<file path="src/rtl/exc_ctrl_pkg.sv">
// Shared CP0 definitions: ExcCode values, controller state encoding and the
// default exception handler vector.
package exc_ctrl_pkg;

    localparam logic [4:0] EXC_INT  = 5'd0;
    localparam logic [4:0] EXC_ADEL = 5'd4;
    localparam logic [4:0] EXC_ADES = 5'd5;
    localparam logic [4:0] EXC_SYS  = 5'd8;
    localparam logic [4:0] EXC_BP   = 5'd9;
    localparam logic [4:0] EXC_RI   = 5'd10;
    localparam logic [4:0] EXC_OV   = 5'd12;

    localparam logic [31:0] EXC_VECTOR_DEFAULT = 32'hBFC0_0380;

    typedef enum logic [1:0] {
        ST_IDLE   = 2'd0,
        ST_FLUSH  = 2'd1,
        ST_VECTOR = 2'd2,
        ST_ERET   = 2'd3
    } state_t;

endpackage

</file>
<file path="src/rtl/exc_ctrl_if.sv">
// Bundle between the pipeline/CP0 side and the exception controller.
//   master : pipeline + CP0 register side (drives stage info, flags, EPC data)
//   slave  : exc_ctrl (drives EPC strobes, Cause/Status fields, flush/redirect)
interface exc_ctrl_if #(
    parameter int NUM_HW_INT = 6
);
    logic                  m_valid;
    logic [31:0]           m_pc;
    logic                  m_bd;
    logic                  m_eret;
    logic                  exc_adel_if;
    logic                  exc_ri;
    logic                  exc_ov;
    logic                  exc_sys;
    logic                  exc_bp;
    logic                  exc_adel_d;
    logic                  exc_ades_d;
    logic [NUM_HW_INT-1:0] hw_int;
    logic [1:0]            sw_ip;
    logic                  status_ie;
    logic [7:0]            status_im;
    logic [31:0]           epc_rd;
    logic                  epc_we_h;
    logic                  epc_bd;
    logic [31:0]           epc_pc;
    logic                  epc_r_h;
    logic                  exl;
    logic [4:0]            exc_code;
    logic                  cause_bd;
    logic [NUM_HW_INT-1:0] ip_hw;
    logic                  flush;
    logic                  redirect;
    logic [31:0]           redirect_pc;

    modport master (
        output m_valid, m_pc, m_bd, m_eret,
        output exc_adel_if, exc_ri, exc_ov, exc_sys, exc_bp, exc_adel_d, exc_ades_d,
        output hw_int, sw_ip, status_ie, status_im, epc_rd,
        input  epc_we_h, epc_bd, epc_pc, epc_r_h, exl, exc_code, cause_bd, ip_hw,
        input  flush, redirect, redirect_pc
    );

    modport slave (
        input  m_valid, m_pc, m_bd, m_eret,
        input  exc_adel_if, exc_ri, exc_ov, exc_sys, exc_bp, exc_adel_d, exc_ades_d,
        input  hw_int, sw_ip, status_ie, status_im, epc_rd,
        output epc_we_h, epc_bd, epc_pc, epc_r_h, exl, exc_code, cause_bd, ip_hw,
        output flush, redirect, redirect_pc
    );

endinterface

</file>
<file path="src/rtl/exc_ctrl_int_sync.sv">
// Two-flop synchroniser for asynchronous interrupt lines.
//   clk, rst_n : clock, asynchronous active-low reset
//   d          : asynchronous inputs
//   q          : synchronised outputs, two clocks behind d
module exc_ctrl_int_sync #(
    parameter int WIDTH = 6
) (
    input  logic             clk,
    input  logic             rst_n,
    input  logic [WIDTH-1:0] d,
    output logic [WIDTH-1:0] q
);

    logic [WIDTH-1:0] meta;

    always_ff @(posedge clk or negedge rst_n) begin
        if (!rst_n) begin
            meta <= '0;
            q    <= '0;
        end else begin
            meta <= d;
            q    <= meta;
        end
    end

endmodule

</file>
<file path="src/rtl/exc_ctrl.sv">
// CP0 exception/interrupt controller feeding the EPC unit.
//   clk : system clock
//   rst : asynchronous active-low reset
//   bus : exc_ctrl_if.slave - memory-stage info, exception flags, interrupt
//         lines, Status/Cause inputs, EPC read data; EPC write/read strobes,
//         EXL, ExcCode, BD, synchronised IP, flush and fetch redirect.
//
// state  | meaning
// IDLE   | watch the M-stage instruction for exceptions / ERET
// FLUSH  | kill pipeline, write EPC (unless already at EXL)
// VECTOR | redirect fetch to the handler vector
// ERET   | read EPC, redirect fetch there, clear EXL
module exc_ctrl
    import exc_ctrl_pkg::*;
#(
    parameter logic [31:0] EXC_VECTOR = EXC_VECTOR_DEFAULT,
    parameter int          NUM_HW_INT = 6
) (
    input  logic         clk,
    input  logic         rst,
    exc_ctrl_if.slave    bus
);

    localparam int IPW = NUM_HW_INT + 2;

    state_t                state;
    logic                  exl_q;
    logic [4:0]            code_q;
    logic                  cause_bd_q;
    logic [31:0]           epc_pc_q;
    logic                  epc_bd_q;
    logic                  epc_we_q;
    logic                  epc_r_q;
    logic                  flush_q;
    logic                  redirect_q;
    logic [NUM_HW_INT-1:0] ip_hw_s;
    logic [IPW-1:0]        pend;
    logic                  int_req;
    logic                  take;
    logic [4:0]            code_sel;

    exc_ctrl_int_sync #(.WIDTH(NUM_HW_INT)) u_int_sync (
        .clk   (clk),
        .rst_n (rst),
        .d     (bus.hw_int),
        .q     (ip_hw_s)
    );

    assign pend    = {ip_hw_s, bus.sw_ip} & bus.status_im[IPW-1:0];
    assign int_req = bus.status_ie & ~exl_q & (|pend);

    always_comb begin
        take     = bus.m_valid;
        code_sel = EXC_INT;
        if (int_req)              code_sel = EXC_INT;
        else if (bus.exc_adel_if) code_sel = EXC_ADEL;
        else if (bus.exc_ri)      code_sel = EXC_RI;
        else if (bus.exc_ov)      code_sel = EXC_OV;
        else if (bus.exc_sys)     code_sel = EXC_SYS;
        else if (bus.exc_bp)      code_sel = EXC_BP;
        else if (bus.exc_adel_d)  code_sel = EXC_ADEL;
        else if (bus.exc_ades_d)  code_sel = EXC_ADES;
        else                      take     = 1'b0;
    end

    always_ff @(posedge clk or negedge rst) begin
        if (!rst) begin
            state      <= ST_IDLE;
            exl_q      <= 1'b1;
            code_q     <= '0;
            cause_bd_q <= 1'b0;
            epc_pc_q   <= '0;
            epc_bd_q   <= 1'b0;
            epc_we_q   <= 1'b0;
            epc_r_q    <= 1'b0;
            flush_q    <= 1'b0;
            redirect_q <= 1'b0;
        end else begin
            epc_we_q   <= 1'b0;
            epc_r_q    <= 1'b0;
            flush_q    <= 1'b0;
            redirect_q <= 1'b0;
            case (state)
                ST_IDLE: begin
                    if (take) begin
                        code_q     <= code_sel;
                        cause_bd_q <= bus.m_bd;
                        epc_pc_q   <= bus.m_pc;
                        epc_bd_q   <= bus.m_bd;
                        // Nested exceptions keep the original return address.
                        epc_we_q   <= ~exl_q;
                        flush_q    <= 1'b1;
                        state      <= ST_FLUSH;
                    end else if (bus.m_valid && bus.m_eret) begin
                        epc_r_q    <= 1'b1;
                        flush_q    <= 1'b1;
                        redirect_q <= 1'b1;
                        state      <= ST_ERET;
                    end
                end
                ST_FLUSH: begin
                    exl_q      <= 1'b1;
                    flush_q    <= 1'b1;
                    redirect_q <= 1'b1;
                    state      <= ST_VECTOR;
                end
                ST_VECTOR: state <= ST_IDLE;
                ST_ERET: begin
                    exl_q <= 1'b0;
                    state <= ST_IDLE;
                end
                default: state <= ST_IDLE;
            endcase
        end
    end

    // EPC data is only valid while the read strobe is up, so it is forwarded
    // straight through during ERET rather than registered.
    assign bus.redirect_pc = (state == ST_ERET) ? bus.epc_rd : EXC_VECTOR;
    assign bus.epc_we_h    = epc_we_q;
    assign bus.epc_bd      = epc_bd_q;
    assign bus.epc_pc      = epc_pc_q;
    assign bus.epc_r_h     = epc_r_q;
    assign bus.exl         = exl_q;
    assign bus.exc_code    = code_q;
    assign bus.cause_bd    = cause_bd_q;
    assign bus.ip_hw       = ip_hw_s;
    assign bus.flush       = flush_q;
    assign bus.redirect    = redirect_q;

endmodule

</file>
<file path="src/flat_wrapper.sv">
// flat-port wrapper written by rule: the top's interface ports become plain ports
module exc_ctrl_flat import exc_ctrl_pkg::*;
#(
    parameter logic [31:0] EXC_VECTOR = EXC_VECTOR_DEFAULT,
    parameter int          NUM_HW_INT = 6
)
  (clk, rst, bus_m_valid, bus_m_pc, bus_m_bd, bus_m_eret, bus_exc_adel_if, bus_exc_ri, bus_exc_ov, bus_exc_sys, bus_exc_bp, bus_exc_adel_d, bus_exc_ades_d, bus_hw_int, bus_sw_ip, bus_status_ie, bus_status_im, bus_epc_rd, bus_epc_we_h, bus_epc_bd, bus_epc_pc, bus_epc_r_h, bus_exl, bus_exc_code, bus_cause_bd, bus_ip_hw, bus_flush, bus_redirect, bus_redirect_pc);
  exc_ctrl_if #(.NUM_HW_INT(NUM_HW_INT)) bus_i ();
  input  logic clk;
  input  logic rst;
  input wire logic [$bits(bus_i.m_valid)-1:0] bus_m_valid;
  input wire logic [$bits(bus_i.m_pc)-1:0] bus_m_pc;
  input wire logic [$bits(bus_i.m_bd)-1:0] bus_m_bd;
  input wire logic [$bits(bus_i.m_eret)-1:0] bus_m_eret;
  input wire logic [$bits(bus_i.exc_adel_if)-1:0] bus_exc_adel_if;
  input wire logic [$bits(bus_i.exc_ri)-1:0] bus_exc_ri;
  input wire logic [$bits(bus_i.exc_ov)-1:0] bus_exc_ov;
  input wire logic [$bits(bus_i.exc_sys)-1:0] bus_exc_sys;
  input wire logic [$bits(bus_i.exc_bp)-1:0] bus_exc_bp;
  input wire logic [$bits(bus_i.exc_adel_d)-1:0] bus_exc_adel_d;
  input wire logic [$bits(bus_i.exc_ades_d)-1:0] bus_exc_ades_d;
  input wire logic [$bits(bus_i.hw_int)-1:0] bus_hw_int;
  input wire logic [$bits(bus_i.sw_ip)-1:0] bus_sw_ip;
  input wire logic [$bits(bus_i.status_ie)-1:0] bus_status_ie;
  input wire logic [$bits(bus_i.status_im)-1:0] bus_status_im;
  input wire logic [$bits(bus_i.epc_rd)-1:0] bus_epc_rd;
  output wire logic [$bits(bus_i.epc_we_h)-1:0] bus_epc_we_h;
  output wire logic [$bits(bus_i.epc_bd)-1:0] bus_epc_bd;
  output wire logic [$bits(bus_i.epc_pc)-1:0] bus_epc_pc;
  output wire logic [$bits(bus_i.epc_r_h)-1:0] bus_epc_r_h;
  output wire logic [$bits(bus_i.exl)-1:0] bus_exl;
  output wire logic [$bits(bus_i.exc_code)-1:0] bus_exc_code;
  output wire logic [$bits(bus_i.cause_bd)-1:0] bus_cause_bd;
  output wire logic [$bits(bus_i.ip_hw)-1:0] bus_ip_hw;
  output wire logic [$bits(bus_i.flush)-1:0] bus_flush;
  output wire logic [$bits(bus_i.redirect)-1:0] bus_redirect;
  output wire logic [$bits(bus_i.redirect_pc)-1:0] bus_redirect_pc;
  assign bus_i.m_valid = bus_m_valid;
  assign bus_i.m_pc = bus_m_pc;
  assign bus_i.m_bd = bus_m_bd;
  assign bus_i.m_eret = bus_m_eret;
  assign bus_i.exc_adel_if = bus_exc_adel_if;
  assign bus_i.exc_ri = bus_exc_ri;
  assign bus_i.exc_ov = bus_exc_ov;
  assign bus_i.exc_sys = bus_exc_sys;
  assign bus_i.exc_bp = bus_exc_bp;
  assign bus_i.exc_adel_d = bus_exc_adel_d;
  assign bus_i.exc_ades_d = bus_exc_ades_d;
  assign bus_i.hw_int = bus_hw_int;
  assign bus_i.sw_ip = bus_sw_ip;
  assign bus_i.status_ie = bus_status_ie;
  assign bus_i.status_im = bus_status_im;
  assign bus_i.epc_rd = bus_epc_rd;
  assign bus_epc_we_h = bus_i.epc_we_h;
  assign bus_epc_bd = bus_i.epc_bd;
  assign bus_epc_pc = bus_i.epc_pc;
  assign bus_epc_r_h = bus_i.epc_r_h;
  assign bus_exl = bus_i.exl;
  assign bus_exc_code = bus_i.exc_code;
  assign bus_cause_bd = bus_i.cause_bd;
  assign bus_ip_hw = bus_i.ip_hw;
  assign bus_flush = bus_i.flush;
  assign bus_redirect = bus_i.redirect;
  assign bus_redirect_pc = bus_i.redirect_pc;
  exc_ctrl #(.EXC_VECTOR(EXC_VECTOR), .NUM_HW_INT(NUM_HW_INT)) u_core (.clk(clk), .rst(rst), .bus(bus_i));
endmodule
</file>
<file path="config.mk">
export PLATFORM = sky130hd
export DESIGN_NAME = exc_ctrl_flat
export DESIGN_NICKNAME = d
export VERILOG_FILES = /design/src/rtl/exc_ctrl_pkg.sv /design/src/rtl/exc_ctrl_if.sv /design/src/rtl/exc_ctrl_int_sync.sv /design/src/rtl/exc_ctrl.sv /design/src/flat_wrapper.sv
export SDC_FILE = /design/constraint.sdc
export NUM_CORES = 1
export LEC_CHECK = 0
export BUFFER_PORTS_ARGS = -buffer_cell sky130_fd_sc_hd__buf_2
export CORE_UTILIZATION = 35
export DETAILED_ROUTE_END_ITERATION = 16
export GPL_TIMING_DRIVEN = 1
export PLACE_DENSITY = 0.71
export RECOVER_POWER = 100
export SYNTH_ARGS = -nofsm -noshare
export SYNTH_HDL_FRONTEND = slang
export SYNTH_SLANG_ARGS = --single-unit
</file>
<file path="constraint.sdc">
create_clock -name clk -period 2.3 [get_ports clk]
set_input_delay 0.23 -clock clk [delete_from_list [all_inputs] [get_ports clk]]
set_output_delay 0.23 -clock clk [all_outputs]
set_load 0.02 [all_outputs]
</file>
# [Yosys cells after proc, flatten, opt, wreduce, memory -nomap -nowiden]
# Cells that the tools add are included.
# Widths: inputs -> output; s select.
[classes] eq_ne=4 n_mux=29 bitwise=4 n_reduce_logical=6
[ops] operator="$mux 5" count=7
[ops] operator="$mux 32" count=1
[ops] operator="$mux 1" count=14
[ops] operator="$and 8x8->8" count=1
[ops] operator="$reduce_or 8->1" count=1
[ops] operator="$pmux 1 s2" count=3
[ops] operator="$pmux 2 s3" count=1
[ops] operator="$eq 2x2->1 const B" count=2
[ops] operator="$mux 2" count=2
[ops] operator="$mux 3" count=1
[ops] operator="$ne 3x1->1 const B" count=1
[ops] operator="$and 1x1->1" count=2
[ops] operator="$eq 2x1->1 const B" count=1
[ops] operator="$logic_not 2->1" count=1
[ops] operator="$reduce_and 2->1" count=1
[ops] operator="$reduce_bool 2->1" count=1
[ops] operator="$reduce_or 2->1" count=1
[ops] operator="$logic_and 1x1->1" count=1
[ops] operator="$not 1->1" count=1
[word_totals] ff_bits=57 inputBits=93 out_inout_bits=82 word_cells=54

# [Depth between registers and ports, before layout]
[depth] depth_word=10 ltp_mapped=5 mapped_depth_nobuf=4

# [Hierarchy]
# A second synthesis with hierarchy kept.
[unflattened] cells_unflattened=172 area_unflattened_um2=2351.0
[by_module_without_submodules] mod="exc_ctrl" instances=1 cells_each=160 area_each_um2=2050.7 seq_area_each_um2=1102.3
[by_module_without_submodules] mod="exc_ctrl_int_sync" instances=1 cells_each=12 area_each_um2=300.3 seq_area_each_um2=300.3

# [Worst setup path after synthesis]
# No wires, ideal clock.
[synth_timing] path_type="input -> register" from="input port bus_exc_ri" to="register u_core.cause_bd_q, in the netlist u_core.bus.cause_bd" setup_time_ns=0.125 t_arrival_ns=2.052 t_required_ns=2.175 slack_ns=0.124 stages=5 n_path_buf=1 path_cell_list="or4_4 -> or3_4 -> o31ai_4 -> buf_6 -> mux2_2"
[synth_via] elab_chain_len=4
[synth_lines] element="start, declared" line="flat_wrapper.sv:16" rtl="input wire logic [$bits(bus_i.exc_ri)-1:0] bus_exc_ri;"
[synth_lines] element="$mux 1" line="exc_ctrl.sv:57" rtl="else if (bus.exc_ri) code_sel = EXC_RI;"
[synth_lines] element="$mux 1" line="exc_ctrl.sv:56" rtl="else if (bus.exc_adel_if) code_sel = EXC_ADEL;"
[synth_lines] element="$mux 1" line="exc_ctrl.sv:55" rtl="if (int_req) code_sel = EXC_INT;"
[synth_lines] element="$reduce_and 2->1 (no source line)"
[synth_lines] element="end signal, assigned" line="exc_ctrl.sv:87" rtl="cause_bd_q <= bus.m_bd;"
[synth_lines] element="end, declared" line="exc_ctrl.sv:29" rtl="logic cause_bd_q;"
# Every way passes these cells.
# A chain may end at the register's enable or synchronous reset.

# [Final worst setup path]
[layout_timing] from="input port bus_exc_ri" to="register u_core.epc_pc_q[31], in the netlist u_core.bus.epc_pc[31]"
[layout_via] elab_chain_len=4
[layout_lines] element="$mux 1" line="exc_ctrl.sv:57"
[layout_lines] element="$mux 1" line="exc_ctrl.sv:56"
[layout_lines] element="$mux 1" line="exc_ctrl.sv:55"
[layout_lines] element="$reduce_and 2->1 (no source line)"
[layout_lines] element="end signal, assigned" line="exc_ctrl.sv:88" rtl="epc_pc_q <= bus.m_pc;"
[layout_lines] element="end, declared" line="exc_ctrl.sv:30" rtl="logic [31:0] epc_pc_q;"
# Every way passes these cells.

==> results.md <==
* Synthesized Nets at 268
* Switching fraction of total power at 33.56%
* Yosys warns at 0
* Chip Width at 83.68 um
* Comb pwr share at 31.1%
* Max clock buf depth at 2
* Layout cells sized above 1 at 42.74%
* Sw power at 931.4 uW
* Syn avg cell area at 13.34 um2
* Sequential cell area at 0.001403 mm2
* RSZ-0062 raised after global routing: no
* Global-route wire length before repair at 9308 um
* Number of global-route vias before repair at 2088
* DRC Markers at 0
* CTS sink count at 56
* Clock power frac at 22.4%
* Sequential fraction of the synthesis area at 60.08%
* Post-CTS setup buffers at 0
* Total grt overflow at 0
* Synth Register Bits at 56
* Vias per cell at 4.729
* Status: complete, no violations
* Iter 0 DRT Violations at 38
* DRT Wirelength at 5683 um
* Sequential share of power at 46.5%
* Placed instance count at 419
* H-tree depth at 2
* Ant. Diodes at 0
* Critical path class: in -> reg
* Core ar. at 0.006386 mm2
* Worst vdd ir at 0.6409 mV
* Max-slew headroom at 6.124%
* Initial antenna violation count at 0
* FMAX at 475.5 MHz
* Drt pass-1 iters at 3
* Critical path peak fanout at 37
* Starting Density at 36.56%
* Placer congestion estimate at 0.7648
* IO Pins at 175
* CTS hold repair buffers at 1
* Mapped Cells at 175
* Fin nets at 443
* Final setup vio count at 0
* Post-route setup TNS at 0 ns
* Layout area overhead at 40.46%
* Port Buf Inserts at 173
* Final hold viol count at 0
* Number of buffers created by CTS at 5
* Largest net degree at the start of global routing at 38
* Placement-stage cell area at 0.003292 mm2
* Critical Path AT at 2.29 ns
* Final Skew at 0.009245 ns
* Chip Height at 83.68 um
* # rows at 29
* CTS resizes at 0
* Total vias in the final route at 2024
* Worst setup EP type: register
* Startpoint types: input pin
* Global Route Usage Sum at 16.67%
* Clock slew at reported path FFs at 0.09 ns
* Full die area at 0.007002 mm2
* Pleak at 1.573 nW
* Mapped Area at 0.002335 mm2
* Multi-input logic area at 819.5 um2
* Post-layout util at 51.35%
* Fillers at 636
* Number of routed nets with antenna violations at 0
* Non-Filler Instances at 428
* Worst-Margin Slew at 1.408 ns
* Post-DP HPWL at 4497 um
* Synth cell types at 33
* Slew Viols, Final at 0
* Final period utilization at 91.44%
* Top_reg_cell synth: dfrtp_1
* Max-Cap Viols at 0
* Min cycle time layout at 2.103 ns
* CTS tree: yes
* Number of synthesized flops with an enable pin at 0
* HP Class: in -> reg
* Later-pin clock latency in the skew report at 0.30 ns
* Commonest non-fill, non-tap cell in the layout: buf_2
* Pint at 1.844 mW
* Clock root buffer master: clkbuf_8
* Ys async rst share at 100.0%
* WL per Instance at 13.28 um
* Pwr dens at 846.4 mW/mm2
* Worst hold slack at 0.02732 ns
* Fin area at 0.003279 mm2
* CP required at 2.48 ns
* Commonest cells after routing, fill and taps aside: buf_2 (90), clkbuf_1 (85), dfrtp_1 (55), mux2_2 (32), and3_1 (21)
cell families (layout without fill, tap and decap cells):
logic type             Yosys count  count (layout)  synth area share, %
AOI/OAI and AO/OA               20              20                7.235
buffers and inverters           16             192                3.858
DFF                             56              56                60.08
muxes                           33              33                15.92
other                            1               1               0.1606
and+or+nand+nor                 49              49                12.76
final cells by class:
| type | count | share of cell area (%) |
|---|---|---|
| Timing Repair Buffer | 180 | 25.56 |
| Tap cell | 77 | 2.938 |
| Inverter | 4 | 0.4578 |
| Multi-Input combinational cell | 103 | 24.99 |
| Clock inverter | 2 | 1.068 |
| Clock buffer | 6 | 2.213 |
| Sequential cell | 56 | 42.77 |
power groups by stage:
stage | clock network [mW] | logic, mW | registers (mW)
floorplan | 0 | 0.337 | 1.53
global placement | 0 | 0.927 | 1.30
detailed placement | 0 | 0.941 | 1.30
CTS | 0.645 | 0.946 | 1.29
global route | 0.680 | 0.936 | 1.32
finish | 0.622 | 0.864 | 1.29
sequential cells by signal, summed over array words and instances (netlist names):
signal and flops:
u_core.u_int_sync.meta 6, u_core.bus.redirect 1, u_core.bus.epc_r_h 1, u_core.bus.epc_we_h 1, u_core.bus.epc_pc 32, u_core.u_int_sync.q 6, u_core.bus.exc_code 4, u_core.bus.exl 1
u_core.bus.cause_bd 1, u_core.state 2, u_core.bus.flush 1
per-layer routing:
layer	share of wire [%]	vias to the layer above	GRT usage, %
met4	1.0	0	4.777
met3	11	6	6.627
met5	0	-	0
li1	-	965	-
met1	37	938	17.26
met2	51	115	30.82
stage by stage:
stage / power [mW] / setup slack (ns)
after global placement: 2.226 / 0.1031
after floorplan: 1.870 / 0.1236
after CTS: 2.881 / 0.3084
after global routing: 2.938 / 0.1222
after detailed placement: 2.246 / 0.05728
final: 2.776 / 0.1969
final timing paths:
check | slack (ns) | end | start | cells past startpoint
max | 0.20 | u_core.bus.epc_pc[31] | bus_exc_ri | 6
min | 0.03 | u_core.u_int_sync.meta[3] | bus_hw_int[3] | 1
max reg2reg | 0.25 | u_core.bus.epc_pc[31] | u_core.u_int_sync.q[1] | 5
min reg2reg | 0.35 | u_core.u_int_sync.q[4] | u_core.u_int_sync.meta[4] | 0
max in group asynchronous | 0.69 | u_core.state[1] | rst | 2
min in group asynchronous | 0.79 | u_core.bus.epc_pc[15] | rst | 2
critical path: stages:
cell,delay [ns]
clkbuf_1,0.10
or4_1,0.58
or3_1,0.37
o31ai_1,0.36
buf_12,0.27
mux2_2,0.36
cells in the mapped netlist (all sizes together) (2+ instances only):
master / number / area share, %
nor2: 5 / 0.80
or2: 12 / 3.2
o21ai: 2 / 0.43
nor4: 2 / 0.54
nor3: 2 / 0.43
a41oi: 2 / 0.75
a22o: 3 / 1.2
mux2: 33 / 16
a22oi: 4 / 1.3
clkbuf: 7 / 1.1
dfrtp: 55 / 59
buf: 5 / 2.1
nand2: 2 / 0.32
inv: 4 / 0.64
and3: 21 / 5.6
o22ai: 2 / 0.54
Power figures use the tool's default switching activity.
